$ cat src/rtl/uart_rx_monitor.sv
`default_nettype none
// ============================================================================
// Module      : uart_rx_monitor
// Description : 8N1 serial receiver with valid/ready byte output, false-start,
//               framing-error and overrun detection, and a received-byte count.
// Revision    : 1.0 - initial release
// ============================================================================
module uart_rx_monitor #(
    parameter int CNT_W = 20
) (
    input  logic             CLK,
    input  logic             RESET,
    input  logic             ENABLE,
    input  logic [CNT_W-1:0] BAUDDIV,
    input  logic             RXD,
    output logic [7:0]       RX_DATA,
    output logic             RX_VALID,
    input  logic             RX_READY,
    output logic             FRAME_ERR,
    output logic             OVERRUN,
    output logic [15:0]      RX_COUNT
);

    localparam logic [2:0] c_st_idle      = 3'd0;
    localparam logic [2:0] c_st_start     = 3'd1;
    localparam logic [2:0] c_st_data      = 3'd2;
    localparam logic [2:0] c_st_stop      = 3'd3;
    localparam logic [2:0] c_st_wait_high = 3'd4;

    localparam logic [CNT_W-1:0] c_cnt_one = {{(CNT_W-1){1'b0}}, 1'b1};

    logic             r_sync1;
    logic             r_rxd_s;
    logic             r_rxd_prev;
    logic [2:0]       r_state;
    logic [CNT_W-1:0] r_bdiv;
    logic [CNT_W-1:0] r_cnt;
    logic [2:0]       r_bit_idx;
    logic [7:0]       r_shift;

    logic w_fall;
    logic w_sample;
    logic w_accept;
    logic w_room;
    logic w_counting;

    assign w_fall     = r_rxd_prev & ~r_rxd_s;
    assign w_sample   = (r_cnt == '0);
    assign w_accept   = RX_VALID & RX_READY;
    assign w_room     = ~RX_VALID | RX_READY;
    assign w_counting = (r_state == c_st_start) | (r_state == c_st_data) |
                        (r_state == c_st_stop);

    always_ff @(posedge CLK) begin
        if (RESET) begin
            r_sync1    <= 1'b1;
            r_rxd_s    <= 1'b1;
            r_rxd_prev <= 1'b1;
            r_state    <= c_st_idle;
            r_bdiv     <= '0;
            r_cnt      <= '0;
            r_bit_idx  <= 3'd0;
            r_shift    <= 8'h00;
            RX_DATA    <= 8'h00;
            RX_VALID   <= 1'b0;
            FRAME_ERR  <= 1'b0;
            OVERRUN    <= 1'b0;
            RX_COUNT   <= 16'h0000;
        end else begin
            r_sync1    <= RXD;
            r_rxd_s    <= r_sync1;
            r_rxd_prev <= r_rxd_s;
            FRAME_ERR  <= 1'b0;
            OVERRUN    <= 1'b0;

            // A load later in this block overrides this clear.
            if (w_accept) begin
                RX_VALID <= 1'b0;
            end

            if (w_counting) begin
                r_cnt <= w_sample ? (r_bdiv - c_cnt_one) : (r_cnt - c_cnt_one);
            end

            if (!ENABLE) begin
                r_state <= c_st_idle;
            end else begin
                case (r_state)
                    c_st_idle: begin
                        if (w_fall) begin
                            r_bdiv  <= BAUDDIV;
                            r_cnt   <= (BAUDDIV >> 1) - c_cnt_one;
                            r_state <= c_st_start;
                        end
                    end
                    c_st_start: begin
                        if (w_sample) begin
                            if (r_rxd_s) begin
                                r_state <= c_st_idle;
                            end else begin
                                r_bit_idx <= 3'd0;
                                r_state   <= c_st_data;
                            end
                        end
                    end
                    c_st_data: begin
                        if (w_sample) begin
                            r_shift   <= {r_rxd_s, r_shift[7:1]};
                            r_bit_idx <= r_bit_idx + 3'd1;
                            if (r_bit_idx == 3'd7) begin
                                r_state <= c_st_stop;
                            end
                        end
                    end
                    c_st_stop: begin
                        if (w_sample) begin
                            if (r_rxd_s) begin
                                if (w_room) begin
                                    RX_DATA  <= r_shift;
                                    RX_VALID <= 1'b1;
                                    RX_COUNT <= RX_COUNT + 16'd1;
                                end else begin
                                    OVERRUN <= 1'b1;
                                end
                                r_state <= c_st_idle;
                            end else begin
                                FRAME_ERR <= 1'b1;
                                r_state   <= c_st_wait_high;
                            end
                        end
                    end
                    // Hold off during a break so a low line cannot retrigger.
                    c_st_wait_high: begin
                        if (r_rxd_s) begin
                            r_state <= c_st_idle;
                        end
                    end
                    default: begin
                        r_state <= c_st_idle;
                    end
                endcase
            end
        end
    end

endmodule
`default_nettype wire

$ cat config.mk
export PLATFORM = sky130hd
export DESIGN_NAME = uart_rx_monitor
export DESIGN_NICKNAME = d
export VERILOG_FILES = /design/src/rtl/uart_rx_monitor.sv
export SDC_FILE = /design/constraint.sdc
export NUM_CORES = 1
export LEC_CHECK = 0
export ABC_AREA = 1
export CAP_MARGIN = 20
export CORE_MARGIN = 4
export CORE_UTILIZATION = 50
export DETAILED_ROUTE_END_ITERATION = 10
export GPL_TIMING_DRIVEN = 0
export PLACE_DENSITY = 0.72
export RECOVER_POWER = 100
export SLEW_MARGIN = 30
export SYNTH_ARGS = -nofsm -noshare
export SYNTH_HDL_FRONTEND = slang
export SYNTH_SLANG_ARGS = --single-unit
$ cat constraint.sdc
create_clock -name CLK -period 4.9 [get_ports CLK]
set_clock_uncertainty 0.15 [all_clocks]
set_input_delay 0.49 -clock CLK [delete_from_list [all_inputs] [get_ports CLK]]
set_output_delay 0.49 -clock CLK [all_outputs]
set_load 0.01 [all_outputs]
==> out/metrics.cfg <==
[timing]
min_period_ns = 3.19
maxSlewViolCount = 0
finalSetupViolCount = 0
hold_viol_final = 0
period_share_pct = 65.1
fmax_mhz = 314
worstMarginPinSlew_ns = 0.924
tns_ns = 0
relSlewSlack_pct = 37.8
rsz0062_at_grt = false

[setup_path]
crit_chain = nor2_1, nand3_1, nor2_1, nand3_1, nor2_1, nand2_1, inv_1, nand3_1, nor2_1, nand2_2, nor3_1, nand2_1, a21oi_1
cp-end-kind = flop
cp_max_fo = 8
cpMostUsedCell = nor2_1
cp_slowest_cell = nand3_1
crit_buf_inv = 1
critical-path-top-delay-family = simple AND/OR/NAND/NOR gates
slowest_delay_ns = 0.37
start_kind = flop
required_ns = 5.04
crit_type = reg2reg
cp.arrival_ns = 3.33

[floorplanning]
placementRows = 35
dieArea_um2 = 11200
initial_utilization_pct = 51.4
fp.dieH_um = 106
ios = 52
coreArea_um2 = 9280
die_x_um = 106

[pwr]
power_per_cell_area_nw_per_um2 = 369
clkPwrFrac_pct = 23.4
comb_power_share_pct = 40.7
vdd_drop_max_uv = 199
p_total_mw = 2.05
power_switching_share_pct = 42.9
pwr-share-seq_pct = 35.9
p_leak_nw = 2.38
p_int_mw = 1.17
p_sw_mw = 0.880

[route]
postRouteAntennaNets = 0
dr.pass1.iters = 5
num_vias = 5146
drtIter0Drc = 473
via_per_inst = 5.51
wirelength_um = 14500
drc = 0
routedWlPerCell_um = 15.5

[final_layout]
syn_to_final_growth_pct = 16.6
n_antenna_cell = 0
multi_input_area_um2 = 2550
drive_gt1_share_pct = 3.73
nNetsFinal = 830
fillCellCount = 908
utilization_pct = 59.9
regArea_um2 = 1680

[cts]
cts_max_path_buffers = 2
cts_made_buffers = 9
cts.clk_slew.worst_paths_ns = 0.10
ctsHoldBuffers = 0
clock_latency_ns = 0.37
cts_resized = 0
cts-root-buf = clkbuf_8
cts_tree = built
post_cts_buffers = 0
cts_max_level = 3
cts_sinks = 84

[global_routing]
antenna_found_initial = 0
grt_pass1_wl_um = 23300
globalRouteOverflowTotal = 0
grt_max_degree = 18
grt_pass1_vias = 5014
gr-usage-all-layers_pct = 26.0

[synth]
synth-seq-cells = 84
synth_fp_nets = 768
ys_types = 39
netlist.area_leader.share_pct = 35.3
synth.cell_area_um2 = 4770
seq_area_frac_synth_pct = 35.3
synth_area_leader_cell = dfxtp_1
syn-instance-count = 738
yosysWarnings = 0
synth.top_cells.by_area = dfxtp_1 35%, nand2_1 10%, nor2_1 9.5%, a21oi_1 8.0%, inv_1 6.9%
avgSynthCellArea_um2 = 6.46

[placement]
port_buffers = 51
place.gp.congestion = 0.918
dp.final_hpwl_um = 11400

[hold_path]
hold_class = reg2reg

[status]
status = completed

[flow_run]
drv_cap = 0

## Yosys cell counts
cell,count
a211oi_1,6
a21boi_0,1
a21oi_1,76
a21oi_2,1
a31oi_1,4
buf_1,3
buf_2,6
buf_4,3
clkbuf_1,17
clkinv_1,1
dfxtp_1,84
ha_1,5
inv_1,88
inv_2,2
nand2_1,132
nand2_2,1
nand2_4,1
nand3_1,33
nand3_2,1
nand3_4,1
nand4_1,34
nor2_1,121
nor2_4,4
nor2_8,1
nor3_1,16
nor3_2,2
nor3b_1,1
nor4_1,5
nor4_2,1
o211ai_1,2
o21ai_0,65
o21bai_1,3
o22ai_1,1
o311ai_0,1
o31ai_1,1
or2_2,3
or2_4,1
xnor2_1,3
xor2_1,7
## per-stage QoR
stage | setup slack, ns | hold WS [ns] | cells | instance area (um2)
global route | 1.31 | 0.274 | 934 | 5560
global placement | 1.90 | 0.240 | 918 | 5440
detailed placement | 1.81 | 0.248 | 918 | 5440
floorplan | 2.73 | 0.239 | 738 | 4770
CTS | 2.10 | 0.269 | 934 | 5630
finish | 1.71 | 0.267 | 934 | 5560
## worst register-to-register path, delay by kind of cell, from the launching register on
kind	cells	cell delay [ns]
AND/OR/NAND/NOR	11	2.35
buffers and inverters	1	0.12
AO/OA/AOI/OAI	1	0.15
flip-flops	1	0.35
## final timing paths
check / startpoint / endpoint / slack (ns) / depth (start not counted)
worst max-delay path: r_cnt[0] / RX_COUNT[9] / 1.71 / 13
worst min-delay path: r_sync1 / r_rxd_s / 0.27 / 1
worst max register to register: r_cnt[0] / RX_COUNT[9] / 1.71 / 13
worst min register to register: r_sync1 / r_rxd_s / 0.27 / 1
## power by group through the flow
stage | Combinational (mW) | Sequential (mW) | Clock (mW)
global placement | 0.841 | 0.751 | 0
detailed placement | 0.850 | 0.752 | 0
CTS | 0.854 | 0.736 | 0.488
finish | 0.835 | 0.736 | 0.481
floorplan | 0.632 | 0.746 | 0
global route | 0.932 | 0.740 | 0.521
## cell usage in the layout, fill, tap and decap left out, types with 4 or more instances in the layout
master | Yosys | routed
a21oi_1 | 76 | 77
dlygate4sd3_1 | 0 | 28
nand3_1 | 33 | 35
nand2_1 | 132 | 133
a31oi_1 | 4 | 4
o21ai_0 | 65 | 65
a211oi_1 | 6 | 6
clkdlybuf4s50_1 | 0 | 23
dfxtp_1 | 84 | 84
nor3_1 | 16 | 18
nand4_1 | 34 | 34
ha_1 | 5 | 5
nor2_1 | 121 | 124
inv_1 | 88 | 89
xor2_1 | 7 | 7
clkbuf_8 | 0 | 9
clkbuf_1 | 17 | 21
nor4_1 | 5 | 6
## sequential cells by signal, summed over array words and instances, names as in the netlist
register and cells:
r_sync1 1, r_bit_idx 3, r_state 3, RX_VALID 1, r_shift 8, FRAME_ERR 1, r_rxd_s 1, RX_DATA 8
r_cnt 20, OVERRUN 1, r_bdiv 20, r_rxd_prev 1, RX_COUNT 16
## cell families (layout without fill, tap and decap cells)
kind of cell	Yosys count	after routing	synth area share, %
adder cells (fa/ha/maj)	5	5	1.31
AO/OA/AOI/OAI	161	161	17.9
flip-flops	84	84	35.3
XOR/XNOR	10	10	1.84
buffers and inverters	120	187	9.84
AND/OR/NAND/NOR	358	358	33.9
## area by class of cell
class	count	area share, %
Clock buffer	9	2.23
Multi-Input combinational cell	534	45.9
Buffer	29	2.23
Clock inverter	7	1.17
Tap cell	129	2.90
Sequential cell	84	30.2
Inverter	91	6.14
Timing Repair Buffer	51	9.18
## routing by layer
| metal | wire, um | track usage, % |
|---|---|---|
| met5 | 0 | 0 |
| met4 | 533 | 13.4 |
| met3 | 988 | 4.65 |
| met2 | 7150 | 46.0 |
| met1 | 5820 | 29.6 |
Note: power is estimated with default switching activity, not from simulation.
